`src/rtl/led_pattern_driver.sv`:
```
// Multi-channel LED pad driver for SB_IO tristate pads: binary count, PWM,
// tristate probe with synchronized readback accumulation, and off modes.
module led_pattern_driver #(
  parameter int unsigned CHANNELS = 4,
  parameter int unsigned CLK_HZ   = 24000000,
  parameter int unsigned TICK_HZ  = 1,
  parameter int unsigned PWM_BITS = 4,
  parameter int unsigned CNT_BITS = 16
) (
  input  logic                         clk,
  input  logic                         rst,
  input  logic                         en,
  input  logic [1:0]                   mode,
  input  logic [CHANNELS*PWM_BITS-1:0] duty,
  input  logic [CHANNELS-1:0]          led_i,
  output logic [CHANNELS-1:0]          led_o,
  output logic [CHANNELS-1:0]          led_oe,
  output logic                         tick,
  output logic [CHANNELS-1:0]          count,
  output logic [CNT_BITS-1:0]          pad_cnt
);

  localparam int unsigned DIV    = CLK_HZ / TICK_HZ;
  localparam int unsigned PRE_W  = (DIV > 2) ? $clog2(DIV) : 1;
  localparam int unsigned POP_W  = $clog2(CHANNELS + 1);
  localparam int unsigned SUM_W  = CNT_BITS + 1;

  typedef enum logic [1:0] {
    MODE_COUNT = 2'd0,
    MODE_PWM   = 2'd1,
    MODE_PROBE = 2'd2,
    MODE_OFF   = 2'd3
  } mode_e;

  mode_e                 mode_q, mode_d;
  logic [PRE_W-1:0]      presc_q, presc_d;
  logic [PWM_BITS-1:0]   pwm_q, pwm_d;
  logic                  phase_q, phase_d;
  logic [CHANNELS-1:0]   sync1_q, sync1_d, sync2_q, sync2_d;
  logic [CHANNELS-1:0]   led_o_d, led_oe_d, count_d;
  logic                  tick_d;
  logic [CNT_BITS-1:0]   pad_cnt_d;
  logic [POP_W-1:0]      pop;
  logic [SUM_W-1:0]      pad_sum;
  logic                  wrap;

  // State register; every bit resets to zero.
  always_ff @(posedge clk or posedge rst) begin
    if (rst) begin
      mode_q  <= MODE_COUNT;
      presc_q <= '0;
      pwm_q   <= '0;
      phase_q <= 1'b0;
      sync1_q <= '0;
      sync2_q <= '0;
      led_o   <= '0;
      led_oe  <= '0;
      tick    <= 1'b0;
      count   <= '0;
      pad_cnt <= '0;
    end else begin
      mode_q  <= mode_d;
      presc_q <= presc_d;
      pwm_q   <= pwm_d;
      phase_q <= phase_d;
      sync1_q <= sync1_d;
      sync2_q <= sync2_d;
      led_o   <= led_o_d;
      led_oe  <= led_oe_d;
      tick    <= tick_d;
      count   <= count_d;
      pad_cnt <= pad_cnt_d;
    end
  end

  // Saturating accumulation of the synchronized pad readback.
  always_comb begin
    pop = '0;
    for (int unsigned i = 0; i < CHANNELS; i++) begin
      pop = pop + POP_W'(sync2_q[i]);
    end
    pad_sum = {1'b0, pad_cnt} + SUM_W'(pop);
  end

  assign wrap = (presc_q == PRE_W'(DIV - 1));

  // Next-state and registered-output logic; en low freezes everything but tick.
  always_comb begin
    mode_d    = mode_q;
    presc_d   = presc_q;
    pwm_d     = pwm_q;
    phase_d   = phase_q;
    sync1_d   = sync1_q;
    sync2_d   = sync2_q;
    led_o_d   = led_o;
    led_oe_d  = led_oe;
    tick_d    = 1'b0;
    count_d   = count;
    pad_cnt_d = pad_cnt;

    if (en) begin
      mode_d  = mode_e'(mode);
      sync1_d = led_i;
      sync2_d = sync1_q;

      // Pads follow the registered mode, so a mode change shows two edges later.
      unique case (mode_q)
        MODE_COUNT: begin
          led_oe_d = '1;
          led_o_d  = count;
        end
        MODE_PWM: begin
          led_oe_d = '1;
          for (int unsigned i = 0; i < CHANNELS; i++) begin
            led_o_d[i] = (pwm_q < duty[i*PWM_BITS +: PWM_BITS]);
          end
        end
        MODE_PROBE: begin
          led_oe_d = phase_q ? '0 : '1;
          led_o_d  = phase_q ? '0 : count;
        end
        default: begin
          led_oe_d = '0;
          led_o_d  = '0;
        end
      endcase

      if (mode != mode_q) begin
        presc_d = '0;
        pwm_d   = '0;
        phase_d = 1'b0;
        count_d = '0;
      end else begin
        pwm_d = pwm_q + PWM_BITS'(1);
        if (wrap) begin
          presc_d = '0;
          tick_d  = 1'b1;
          count_d = count + CHANNELS'(1);
          phase_d = ~phase_q;
          if (mode_q == MODE_PROBE && phase_q) begin
            pad_cnt_d = pad_sum[CNT_BITS] ? '1 : pad_sum[CNT_BITS-1:0];
          end
        end else begin
          presc_d = presc_q + PRE_W'(1);
        end
      end
    end
  end

endmodule

```
`config.mk`:
```
export PLATFORM = sky130hd
export DESIGN_NAME = led_pattern_driver
export DESIGN_NICKNAME = d
export VERILOG_FILES = /design/src/rtl/led_pattern_driver.sv
export SDC_FILE = /design/constraint.sdc
export NUM_CORES = 1
export LEC_CHECK = 0
export CELL_PAD_IN_SITES_DETAIL_PLACEMENT = 0
export CELL_PAD_IN_SITES_GLOBAL_PLACEMENT = 1
export CORE_ASPECT_RATIO = 1.5
export CORE_MARGIN = 2
export CORE_UTILIZATION = 42
export DETAILED_ROUTE_END_ITERATION = 7
export GPL_ROUTABILITY_DRIVEN = 1
export HOLD_SLACK_MARGIN = 0.06
export PLACE_DENSITY_LB_ADDON = 0.3
export SLEW_MARGIN = 15
export SYNTH_ARGS = -nofsm -noshare
export SYNTH_HDL_FRONTEND = slang
export SYNTH_SLANG_ARGS = --single-unit
```
`constraint.sdc`:
```
create_clock -name clk -period 4 [get_ports clk]
set_clock_uncertainty 0.05 [all_clocks]
set_input_delay 1.2 -clock clk [delete_from_list [all_inputs] [get_ports clk]]
set_output_delay 1.2 -clock clk [all_outputs]
set_load 0.05 [all_outputs]
```
==> results of run 1 <==
[synthesized netlist by cell type, types with 2 or more instances]
| library cell | count |
|---|---|
| nand2_1 | 38 |
| a21oi_1 | 7 |
| xnor2_1 | 12 |
| nand3_1 | 23 |
| nand2b_1 | 6 |
| and3_1 | 9 |
| a21o_1 | 4 |
| xor2_1 | 18 |
| nand4_1 | 18 |
| ha_1 | 16 |
| mux2i_1 | 3 |
| buf_4 | 3 |
| o31ai_1 | 9 |
| o21ai_0 | 17 |
| o22ai_1 | 2 |
| mux2_2 | 10 |
| nor4_1 | 7 |
| buf_2 | 2 |
| o211ai_1 | 2 |
| inv_1 | 26 |
| fa_1 | 3 |
| or4_1 | 6 |
| and4_1 | 4 |
| o21a_1 | 2 |
| dfrtp_1 | 66 |
| nor2b_1 | 6 |
| clkbuf_1 | 14 |
| or3_1 | 6 |
| and2_1 | 2 |
| nor2_1 | 28 |
| nor3_1 | 3 |
[state kept, by name, summed over array words and instances (netlist names), 2 cells and up]
register  count
count         4
sync1_q       4
sync2_q       4
led_o         4
mode_q        2
presc_q      25
pad_cnt      16
pwm_q         4
[final cells by class]
| type | instances | area (µm²) | share of cell area, % |
|---|---|---|---|
| clock inverter | 3 | 15.01 | 0.3282 |
| clock buffer | 12 | 256.5 | 5.607 |
| inverter | 26 | 97.59 | 2.133 |
| tap | 107 | 133.9 | 2.927 |
| multi-input combinational | 274 | 1844 | 40.32 |
| timing repair buffer | 59 | 575.6 | 12.58 |
| sequential | 66 | 1652 | 36.10 |
[critical path: cells and delay by family]
family / cells / cell delay (ns)
XOR/XNOR: 1 / 0.33
buffers and inverters: 1 / 0.46
AND/OR/NAND/NOR: 4 / 1.48
[per-layer routing]
metal	vias to the layer above	share of wire, %	track usage (%)
met5	-	0	0
met4	0	1.4	6.250
met3	7	3.6	4.275
met2	50	53	31.82
met1	1433	42	22.16
li1	1450	-	-
[worst min-delay path by stage]
stage / startpoint / end / cells after the start / slack, ns
5_1_grt: sync1_q[1] / sync2_q[1] / 2 / 0.49
2_1_floorplan: sync1_q[1] / sync2_q[1] / 2 / 0.40
6_report: sync1_q[3] / sync2_q[3] / 2 / 0.44
3_3_place_gp: sync1_q[3] / sync2_q[3] / 2 / 0.42
4_1_cts: sync1_q[3] / sync2_q[3] / 2 / 0.44
3_5_place_dp: sync1_q[1] / sync2_q[1] / 2 / 0.43
[through the flow]
step | cells | instance area [µm²] | setup slack (ns) | util [%]
after global routing | 547 | 4574 | 0.6431 | 54.04
final | 547 | 4574 | 0.7404 | 54.04
after global placement | 532 | 4303 | 0.4561 | 50.84
after floorplan | 385 | 3679 | 0.9583 | -
after detailed placement | 532 | 4303 | 0.4145 | 50.84
after CTS | 547 | 4574 | 0.7433 | 54.04
[power breakdown]
part	switching [mW]	leakage, nW	internal [mW]
sequential	0.0285	0.882	0.696
combinational	0.139	1.05	0.101
clock	0.271	0.138	0.446
total	0.439	2.07	1.24
[cells by family after synthesis]
| family | count (synthesis) |
|---|---|
| xor+xnor | 30 |
| fa+ha+maj | 19 |
| flops | 66 |
| mux | 14 |
| buf+inv | 45 |
| compound gates | 47 |
| simple gates | 164 |
==> results.ini, run 1 <==
[outcome]
status=completed

[global_route]
grt_usage_pct=18.44
grt.overflow.total=0
grt_pass1_vias=2845
grt_first_pass_wirelength_um=13680
grt_max_degree=41
antenna_found_initial=0

[critical_path]
path_cells=clkdlybuf4s50_1 -> xnor2_1 -> nand3_1 -> or4b_1 -> or4_4 -> nand3_1
crit_slowest_cell=or4b_1
crit_type=primary input to register
cp-start-kind=primary input
crit_required_ns=4.22
crit_start=mode[0]
timing.rr.start=presc_q[0]
r2r_cells=6
end_kind=register
rrSetupSlack_ns=0.84
endpoint=pad_cnt[13]
cp_slowest_stage_delay_ns=0.66
crit_path_max_fanout=8
crit_path_frequent_cell=nand3_1
reg2reg_to=pad_cnt[13]
worst_ep_arrival_time_ns=3.47

[layout]
nNetsFinal=480
area_growth_pct=24.35
final_common_cell=dfrtp_1
diodes=0
layout-drive-gt1-share_pct=7.500
fill_cells=811
mostFrequentLayoutCells=66 x dfrtp_1, 53 x clkdlybuf4s50_1, 38 x nand2_1

[logic_synthesis]
synthArstFlopShare_pct=100.0
synth_edf_count=0
synth.yosys.warnings=0
synth_flop_cell=dfrtp_1
syn_nets=429
ys_seq_area_share_pct=44.90
yosys.area.top_type=dfrtp_1
synth_top_family_by_area=simple AND/OR/NAND/NOR gates
ys_ff_latch=66
synth_area_per_cell_um2=9.555
synth_mux_area_share_pct=4.184
yosys.area_share.adder_pct=7.075
synth_area_um2=3679
synth_top_area_share_pct=44.90
yosys.area_share.simple_pct=23.81
synth.area.top_cells=dfrtp_1 45%, ha_1 5.4%, xor2_1 4.3%, nand2_1 3.9%, nand3_1 3.1%
synthXorXnorAreaFrac_pct=7.143
synth_compound_area_share_pct=7.925
synthDistinctLibCells=44
synthCells=385

[clocking]
clk_path_buf_depth=2
cts_tree=built
insertion_delay_ns=0.33
clock-root-buffer=clkbuf_16
cts_hold_buffers=0
cts_made_buffers=9
cts_setup_buffers=0
cts.reportedPaths.clkPinSlew_ns=0.05
cts.sinks=66
htreeDepth=3
post_cts_resize_count=0

[place]
place.gp.congestion=0.9064
port_buffers=53
dp_hpwl_um=6024

[power_and_ir_drop]
peakVddDrop_mv=0.3060
p_leak_nw=2.071
fin_total_pwr_mw=1.682
power_density_nw_per_um2=367.6

[sta]
setup_violations=0
hold_violations=0
rsz0062_at_grt=false
slew-limit-headroom_pct=64.31
fmax_ghz=0.3068
fin_tns_setup_ns=0
drv_slew=0
holdWs_ns=0.4408
worst_pin_slew_ns=0.5318
finalCriticalPeriod_ns=3.260
fin_crit_sh_pct=81.49

[detailed_routing]
wl_per_cell_um=14.87
drt_pass1_iterations=4
first_iter_violations=168
antenna_left=0
drc=0
drt-total-wl_um=8132
num_vias=2940
vias_per_cell=5.375

[floorplanning]
die_w_um=80.41
rows=41
start_util_pct=43.46
die_h_um=118.6
core_um2=8464
io_pins=54
die_area_um2=9538

[min_path]
hp-class=register to register

[job]
cap_violations=0

No activity file was read; power rests on OpenSTA's default activity.
==> inputs of run 2 (changes only) <==
Clock period 4 ns to 3.38 ns, I/O delays scaled along.
==> run 2 against run 1 <==
Clock power increased by 21%. Cell area increased by 1.5%. Final cell count increased by 1.3%. Wire length decreased by 1.1%. Sequential cell count unchanged. Hold slack got worse by 0.014 ns. Critical path depth increased by 4. Largest cell class unchanged. Highest routed layer unchanged.
==> results.ini, run 2 (synthesis gave the netlist of run 1 again) <==
[sta]
fin_crit_sh_pct=88.46
slew-limit-headroom_pct=38.95  ; -25 points
setup_violations=0  ; unchanged
fin_ws_ns=0.3901  ; -0.3504 ns
rsz0062_at_grt=false
worst_pin_slew_ns=0.9157  ; +0.3839 ns
hold_violations=0  ; unchanged
holdWs_ns=0.4267  ; -0.01413 ns
fmax_ghz=0.3345
drv_slew=0  ; unchanged
finalCriticalPeriod_ns=2.990
fin_tns_setup_ns=0  ; unchanged

[global_route]
grt_pass1_vias=2958  ; +4.0%
grt_usage_pct=18.21  ; -0.23 points
grt_first_pass_wirelength_um=13630  ; -0.40%
grt_max_degree=67  ; +63%
grt.overflow.total=0  ; unchanged
antenna_found_initial=0  ; unchanged

[job]
cap_violations=0  ; unchanged

[clocking]
cts_setup_buffers=0  ; unchanged
cts_made_buffers=9  ; unchanged
clk_path_buf_depth=2  ; unchanged
htreeDepth=3  ; unchanged
insertion_delay_ns=0.33  ; about the same
cts_hold_buffers=0  ; unchanged
clock-root-buffer=clkbuf_16
post_cts_resize_count=0  ; unchanged
cts.sinks=66  ; unchanged
cts_tree=built
cts.reportedPaths.clkPinSlew_ns=0.06  ; about the same

[layout]
nNetsFinal=486  ; +1.3%
largest_registers=presc_q (25), pad_cnt (16)
largest-register=presc_q
fill_cells=775  ; -4.4%
final_common_cell=dfrtp_1
regArea_um2=1652  ; unchanged
area_growth_pct=26.19
layout-drive-gt1-share_pct=9.172  ; +1.7 points
mostFrequentLayoutCells=66 x dfrtp_1, 53 x clkdlybuf4s50_1, 38 x nand2_1
largest_reg_flops=25  ; unchanged
multi_input_area_um2=1844  ; unchanged
diodes=0  ; unchanged

[min_path]
hp-class=register to register

[floorplanning]
core_um2=8464  ; unchanged
rows=41  ; unchanged
die_w_um=80.41  ; unchanged
die_area_um2=9538  ; unchanged
start_util_pct=43.46  ; unchanged
io_pins=54  ; unchanged
die_h_um=118.6  ; unchanged

[detailed_routing]
vias_per_cell=5.294  ; -1.5%
antenna_left=0  ; unchanged
drt-total-wl_um=8045  ; -1.1%
first_iter_violations=149  ; -11%
wl_per_cell_um=14.52  ; -2.3%
num_vias=2933  ; -0.24%
drt_pass1_iterations=4  ; unchanged
drc=0  ; unchanged

[place]
place.gp.congestion=0.9045  ; -0.21%
post-place-ws_ns=0.09041  ; -0.3241 ns
dp_hpwl_um=5837  ; -3.1%
port_buffers=53  ; unchanged

[critical_path]
r2r_cells=10  ; +4
cp-start-kind=register
path_depth=10  ; +4
crit_family=simple AND/OR/NAND/NOR gates
cp_num_buf_inv=2  ; +1
timing.rr.start=pad_cnt[0]
worst_ep_arrival_time_ns=3.20  ; -0.27 ns
rrSetupSlack_ns=0.39  ; -0.45 ns
crit_slowest_cell=fa_1
cp_slowest_stage_delay_ns=0.55  ; -0.11 ns
reg2reg_to=pad_cnt[10]
crit_start=pad_cnt[0]
crit_path_frequent_cell=fa_1
endpoint=pad_cnt[10]
crit_path_max_fanout=3  ; -5
crit_required_ns=3.59  ; -0.63 ns
end_kind=register
crit_type=register to register
path_cells=fa_1 -> inv_1 -> fa_1 -> inv_1 -> fa_1 -> and3_1 -> nand3_1 -> or4_1 -> or3_1 -> nand3_1

[outcome]
status=completed

[power_and_ir_drop]
p_leak_nw=2.102  ; +1.5%
peakVddDrop_mv=0.2806  ; -8.3%
power_density_nw_per_um2=433.1  ; +18%

-- run 2: stage by stage --
step | cell area, µm² | total power [mW] | cells | util (%)
5_1_grt | 4642 | 2.101 | 554 | 54.84
2_1_floorplan | 3679 | 1.056 | 385 | -
4_1_cts | 4642 | 2.038 | 554 | 54.84
3_5_place_dp | 4360 | 1.166 | 538 | 51.52
6_report | 4642 | 2.011 | 554 | 54.84
3_3_place_gp | 4360 | 1.158 | 538 | 51.52
-- run 2: worst min path at each step --
stage	startpoint	endpoint	slack, ns	cells after the start
floorplan	sync1_q[1]	sync2_q[1]	0.40	2
global placement	sync1_q[1]	sync2_q[1]	0.42	2
detailed placement	sync1_q[1]	sync2_q[1]	0.43	2
CTS	sync1_q[1]	sync2_q[1]	0.44	2
global route	sync1_q[1]	sync2_q[1]	0.47	2
finish	sync1_q[1]	sync2_q[1]	0.43	2
-- run 2: per-layer routing --
layer	vias up	GRT usage [%]	wire length, µm	part of all wire [%]
li1	1466	-	-	-
met1	1406	21.28	3368	42
met2	47	31.51	4242	53
met3	14	2.824	242	3.0
met4	0	9.216	192	2.4
met5	-	0	0	0
-- run 2: report_power, final --
group	internal, mW	total (mW)	switching [mW]
clock network	0.515	0.864	0.349
logic	0.127	0.291	0.164
registers	0.823	0.856	0.0328
-- run 2: area by class of cell --
cell class	count	area share, %
tap	107	2.884
sequential	66	35.58
timing repair buffer	65	13.64
clock inverter	6	0.9164
clock buffer	10	5.148
multi-input combinational	274	39.73
inverter	26	2.102
-- run 2: worst reg2reg max path, delay by kind of cell, from the launching register on --
kind,cells,cell delay (ns)
DFF,1,0.41
and+or+nand+nor,5,1.18
adders and majority gates,3,1.15
buffers and inverters,2,0.14
==> inputs of run 3 (changes only) <==
Settings changed: SLEW_MARGIN 15 to unset.
==> results of run 3 <==
The final DEF is identical to that of run 2; final timing and power are the same.
